File: src/rtl/dds_rom_arbiter_pkg.sv
// Shared constants and helpers for the DDS ROM arbiter and its ROM neighbour.
`default_nettype none

package dds_rom_arbiter_pkg;

  localparam int DDS_PHASE_WIDTH = 12;
  localparam int DDS_ROM_WIDTH   = 8;

  function automatic int clog2(input int value);
    int r;
    r = 0;
    for (int i = 0; i < 32; i++) begin
      if ((1 << r) < value) r = r + 1;
    end
    return r;
  endfunction

  // Channel tag width; a single channel still needs one bit.
  function automatic int ch_width(input int num_ch);
    return (num_ch > 1) ? clog2(num_ch) : 1;
  endfunction

endpackage

`default_nettype wire

File: src/rtl/dds_rr_arb.sv
// Combinational round-robin picker: first requester at or above ptr, wrapping.
`default_nettype none

module dds_rr_arb
  import dds_rom_arbiter_pkg::*;
#(
  parameter int NUM_CH = 4,
  parameter int CH_W   = ch_width(NUM_CH)
) (
  input  logic [NUM_CH-1:0] req,
  input  logic [CH_W-1:0]   ptr,
  input  logic              en,
  output logic [NUM_CH-1:0] grant,
  output logic [CH_W-1:0]   idx
);

  always_comb begin
    int  c;
    logic found;
    c     = 0;
    found = 1'b0;
    grant = '0;
    idx   = '0;
    for (int i = 0; i < NUM_CH; i++) begin
      c = int'(ptr) + i;
      if (c >= NUM_CH) c = c - NUM_CH;
      if (en && !found && req[c]) begin
        found    = 1'b1;
        grant[c] = 1'b1;
        idx      = CH_W'(c);
      end
    end
  end

endmodule

`default_nettype wire

File: src/rtl/dds_rom_arbiter.sv
// Shares one async-read sine ROM among NUM_CH DDS channels; returns the
// registered sample, tagged with its channel, two cycles after the grant.
`default_nettype none

module dds_rom_arbiter
  import dds_rom_arbiter_pkg::*;
#(
  parameter int NUM_CH      = 4,
  parameter int PHASE_WIDTH = DDS_PHASE_WIDTH,
  parameter int ROM_WIDTH   = DDS_ROM_WIDTH,
  localparam int CH_W       = ch_width(NUM_CH)
) (
  input  logic                          clk_i,
  input  logic                          rst_i,
  input  logic                          en_i,
  input  logic [NUM_CH-1:0]             req_valid_i,
  input  logic [NUM_CH*PHASE_WIDTH-1:0] req_phase_i,
  output logic [NUM_CH-1:0]             req_ready_o,
  output logic [PHASE_WIDTH-1:0]        rom_phase_o,
  input  logic [ROM_WIDTH-1:0]          rom_sin_i,
  output logic [NUM_CH-1:0]             rsp_valid_o,
  output logic [ROM_WIDTH-1:0]          rsp_sin_o,
  output logic [CH_W-1:0]               rsp_ch_o
);

  logic [CH_W-1:0]        ptr;
  logic [CH_W-1:0]        ptr_next;
  logic [NUM_CH-1:0]      grant;
  logic [CH_W-1:0]        grant_idx;
  logic                   fire;
  logic [PHASE_WIDTH-1:0] sel_phase;
  logic                   s1_vld;
  logic [CH_W-1:0]        s1_ch;

  // Grants are suppressed during reset so no handshake can complete then.
  dds_rr_arb #(
    .NUM_CH (NUM_CH),
    .CH_W   (CH_W)
  ) u_arb (
    .req   (req_valid_i),
    .ptr   (ptr),
    .en    (en_i & ~rst_i),
    .grant (grant),
    .idx   (grant_idx)
  );

  assign req_ready_o = grant;
  assign fire        = |grant;
  assign sel_phase   = req_phase_i[grant_idx*PHASE_WIDTH +: PHASE_WIDTH];
  assign ptr_next    = (grant_idx == CH_W'(NUM_CH - 1)) ? '0 : grant_idx + 1'b1;

  always_ff @(posedge clk_i) begin
    if (rst_i) begin
      ptr <= '0;
    end else if (fire) begin
      ptr <= ptr_next;
    end
  end

  // Address only moves on a transfer, keeping the ROM inputs quiet when idle.
  always_ff @(posedge clk_i) begin
    if (rst_i) begin
      rom_phase_o <= '0;
      s1_ch       <= '0;
      s1_vld      <= 1'b0;
    end else begin
      s1_vld <= fire;
      if (fire) begin
        rom_phase_o <= sel_phase;
        s1_ch       <= grant_idx;
      end
    end
  end

  always_ff @(posedge clk_i) begin
    if (rst_i) begin
      rsp_valid_o <= '0;
      rsp_sin_o   <= '0;
      rsp_ch_o    <= '0;
    end else if (s1_vld) begin
      rsp_valid_o <= NUM_CH'(1) << s1_ch;
      rsp_sin_o   <= rom_sin_i;
      rsp_ch_o    <= s1_ch;
    end else begin
      rsp_valid_o <= '0;
    end
  end

endmodule

`default_nettype wire

File: config.mk
export PLATFORM = sky130hd
export DESIGN_NAME = dds_rom_arbiter
export DESIGN_NICKNAME = d
export VERILOG_FILES = /design/src/rtl/dds_rom_arbiter_pkg.sv /design/src/rtl/dds_rr_arb.sv /design/src/rtl/dds_rom_arbiter.sv
export SDC_FILE = /design/constraint.sdc
export NUM_CORES = 1
export LEC_CHECK = 0
export BUFFER_PORTS_ARGS = -buffer_cell sky130_fd_sc_hd__buf_2
export CORE_MARGIN = 4
export CORE_UTILIZATION = 43
export CTS_BUF_LIST = sky130_fd_sc_hd__clkbuf_8
export CTS_CLUSTER_DIAMETER = 50
export DETAILED_ROUTE_END_ITERATION = 7
export PLACE_DENSITY = 0.78
export SLEW_MARGIN = 20
export SYNTH_ARGS = -nofsm -noshare
export SYNTH_HDL_FRONTEND = slang
export SYNTH_SLANG_ARGS = --single-unit
File: constraint.sdc
create_clock -name clk_i -period 3.1 [get_ports clk_i]
set_input_delay 0.465 -clock clk_i [delete_from_list [all_inputs] [get_ports clk_i]]
set_output_delay 0.465 -clock clk_i [all_outputs]
set_load 0.01 [all_outputs]
==> results by group <==
Placed design
  • Placed Area: 0.002471 mm²
  • Placer congestion estimate: 0.8652
  • Post-placement worst setup slack: 0.1329 ns
  • Port Buffers: 92
  • HPWL Detailed: 3.973 mm

Setup path
  • Data required time at the worst endpoint: 2.63 ns
  • Slack of the worst reg-to-reg path: 0.21 ns
  • Arrival time at the worst endpoint: 2.49 ns
  • Element type at the critical path start: register
  • R2r endpoint: rom_phase_o[6]
  • Slowest Stage Delay on Critical Path: 0.41 ns
  • Cells along the critical path: inv_1 > ha_2 > mux4_2 > buf_4 > nor4b_1 > o31a_1 > buf_2
  • Origin of the critical flop-to-flop path: ptr[0]
  • Kind of end point of the critical path: output pin
  • Worst R2R Path Depth: 8
  • CP Class: reg2out
  • Crit Path Max Fanout: 8
  • Slowest cell on the critical path: ha_2

Hold path
  • Hold path start: rom_sin_i[2]
  • Kind of path behind the tightest hold check: in2reg
  • End point of the worst hold path: rsp_sin_o[2]
  • Number of cells on the worst hold path: 3

Cells and area
  • Number of fill cells in the layout: 384
  • Fin util: 0.5964
  • Final Instance Area: 0.002633 mm²
  • Layout cells sized above 1: 0.4045
  • Synthesis-to-finish area growth: 33.16%
  • NumNets Final: 379
  • Number of diodes added for antenna fixing: 0

Detailed routing
  • Post-DR wirelength/cell: 14.98 µm
  • DR iter-0 viols: 53
  • DRC violation count after routing: 0
  • Vias per inst: roughly 5.6
  • Via count: 2028
  • WL final: 5.407 mm
  • Pre-Repair DR Iteration Count: 4
  • Remaining antenna violation count after routing: 0

Synthesis
  • Post-synthesis register bit count: 31
  • Number of synthesized flops with an enable pin: 0
  • Summed instance area of the synthesized netlist: about 0.002 mm²
  • Synth area leader: dfxtp_1
  • Cells taking the most area after synthesis: dfxtp_1 (31%), a221oi_1 (5.3%), ha_1 (5.1%), mux2i_1 (5.1%), a211oi_1 (4.9%)
  • Top_reg_cell synth: dfxtp_1
  • Number of distinct library cells after synthesis: 36
  • Sequential cell area fraction in the yosys report: 0.3139
  • Synthesized Nets: 288
  • Synthesis warning total: 0
  • Share of the synthesized area in the top cell type: 0.3139
  • Async set or reset register ratio after synthesis: 0
  • Synthesized instance count: 217
  • Mean post-synth cell area: ~9.1 µm²

Die
  • Count of standard-cell rows: 24
  • Die Footprint: 0.005746 mm²
  • Die width: 75.81 µm
  • Floorplan Core Area: about 0.0044 mm²
  • Height of the chip: 75.81 µm
  • Effective utilization at floorplan: 0.4478
  • Number of top-level pins: 93

STA
  • Max transition margin: 0.5912
  • Max Clk Rate: approximately 340 MHz
  • Share of the cycle needed by the critical path after routing: 0.9528
  • Worst path setup slack after routing: 0.1464 ns
  • Final critical-path required period: 2.954 ns
  • Setup Skew: 0.004651 ns
  • Final number of max-transition violations: 0
  • Final worst hold slack: 0.4130 ns
  • Count of final hold-check violations: 0
  • Worst Max-Slew Pin Slew: 0.6123 ns
  • Setup violators final: 0

Pwr
  • VDD IR-drop max: 0.4693 mV
  • Cell leakage power: 0.001191 µW
  • Pwr per Cell Area: 907.0 mW/mm²

GRT
  • GR Util All Layers: 0.1838
  • Maximum number of pins on one net before global-route repair: 27
  • Number of global-route vias before repair: 1914
  • Wire length of the first global-routing pass: 8.204 mm
  • Initial antenna violation count: 0
  • Overflow left after global routing: 0

Clock network
  • Max H-tree Level: 2
  • Total clock buffers created by CTS: 5
  • TritonCTS clock tree: built
  • Number of clock sinks seen by CTS: 31
  • Maximum number of buffers from clock root to sink: 2
  • CTS Hold Bufs: 0
  • Clock latency reported for the late side of the worst-skew pair: between 0.2 and 0.3 ns
  • Clock slew at reported path FFs: 0.06 ns
  • Buffer cell driving the clock tree root: clkbuf_8

Flow run
  • Max cap viols: 0

Outcome
  • Run status: finished clean
-- synthesized netlist by cell type, types with 7 or more instances --
cell type	instances
a211oi_1	13
a221oi_1	12
o31ai_1	12
dfxtp_1	31
a21boi_0	13
a21oi_1	7
inv_1	12
ha_1	8
mux2i_1	10
nor2_1	13
clkbuf_1	8
nand2_1	8
nand3_1	12
-- logic make-up (layout without fill, tap and decap cells) --
family	Yosys count	count (layout)	share of synthesized area
buffers and inverters	33	124	0.08101
flip-flops	31	31	0.3139
AO/OA/AOI/OAI	75	75	0.2918
multiplexers	14	15	0.1000
AND/OR/NAND/NOR	56	56	0.1627
adder cells (fa/ha/maj)	8	8	0.05063
-- registers in the layout, indices dropped and copies added, names as in the netlist --
signal,flops
rsp_sin_o,8
ptr,2
rsp_ch_o,2
s1_vld,1
s1_ch,2
rom_phase_o,12
rsp_valid_o,4
-- report_power, final --
part	leakage [µW]	internal [µW]	total, µW	switching (µW)
Clock	0.0000612	260	408	149
Combinational	0.000874	605	1380	779
Sequential	0.000255	514	596	81.6
-- final cells by class --
type / count / area, µm² / area share
clock buffers: 6 / 82.58 / 0.03137
clock inverters: 2 / 35.03 / 0.01331
inverters: 13 / 48.80 / 0.01854
multi-input cells: 154 / 1225 / 0.4653
flip-flops and latches: 31 / 620.6 / 0.2357
well taps: 52 / 65.06 / 0.02471
repair buffers: 103 / 555.5 / 0.2110
-- critical path, delay by kind of cell (launching register included) --
| family | cells | cell delay, ns |
|---|---|---|
| AOI/OAI and AO/OA | 1 | 0.25 |
| adders and majority gates | 1 | 0.41 |
| buffers and inverters | 3 | 0.47 |
| DFF | 1 | 0.35 |
| muxes | 1 | 0.38 |
| and+or+nand+nor | 1 | 0.36 |
-- layer usage --
metal,GRT usage,vias to the layer above,share of wire
met1,0.2110,944,0.41
met4,0.06019,0,0.015
met2,0.3232,75,0.50
met3,0.05541,8,0.073
li1,-,1001,-
met5,0,-,0
-- what timing repair did --
item,CTS,global route
setup buffers,0,2
endpoints found under the setup margin,0,17
gates resized for setup,0,4
hold endpoints to repair,0,0
-- cells in the final DEF (no fill, tap or decap), types with 12 or more instances in the layout --
| master | Yosys | final |
|---|---|---|
| a211oi_1 | 13 | 13 |
| buf_2 | 5 | 92 |
| nand3_1 | 12 | 12 |
| a221oi_1 | 12 | 12 |
| dfxtp_1 | 31 | 31 |
| nor2_1 | 13 | 13 |
| a21boi_0 | 13 | 13 |
| o31ai_1 | 12 | 12 |
| inv_1 | 12 | 12 |
-- stage by stage --
step | power [µW] | setup TNS [ns] | instances
after floorplan | 1590 | 0 | 217
after global placement | 1873 | 0 | 350
after detailed placement | 1917 | 0 | 350
after CTS | 2328 | 0 | 358
after global routing | 2589 | -0.01366 | 361
final | 2388 | 0 | 361
-- how the worst max path moves through the flow --
stage,startpoint,to,slack (ns),cells after the start
final,ptr[0],req_ready_o[1],0.15,7
after global routing,ptr[0],req_ready_o[3],-0.01,7
after CTS,ptr[0],req_ready_o[1],0.01,7
after detailed placement,ptr[0],rom_phase_o[6],0.13,9
after global placement,ptr[0],rom_phase_o[9],0.25,9
after floorplan,ptr[0],ptr[1],0.08,10
Power figures use the tool's default switching activity.
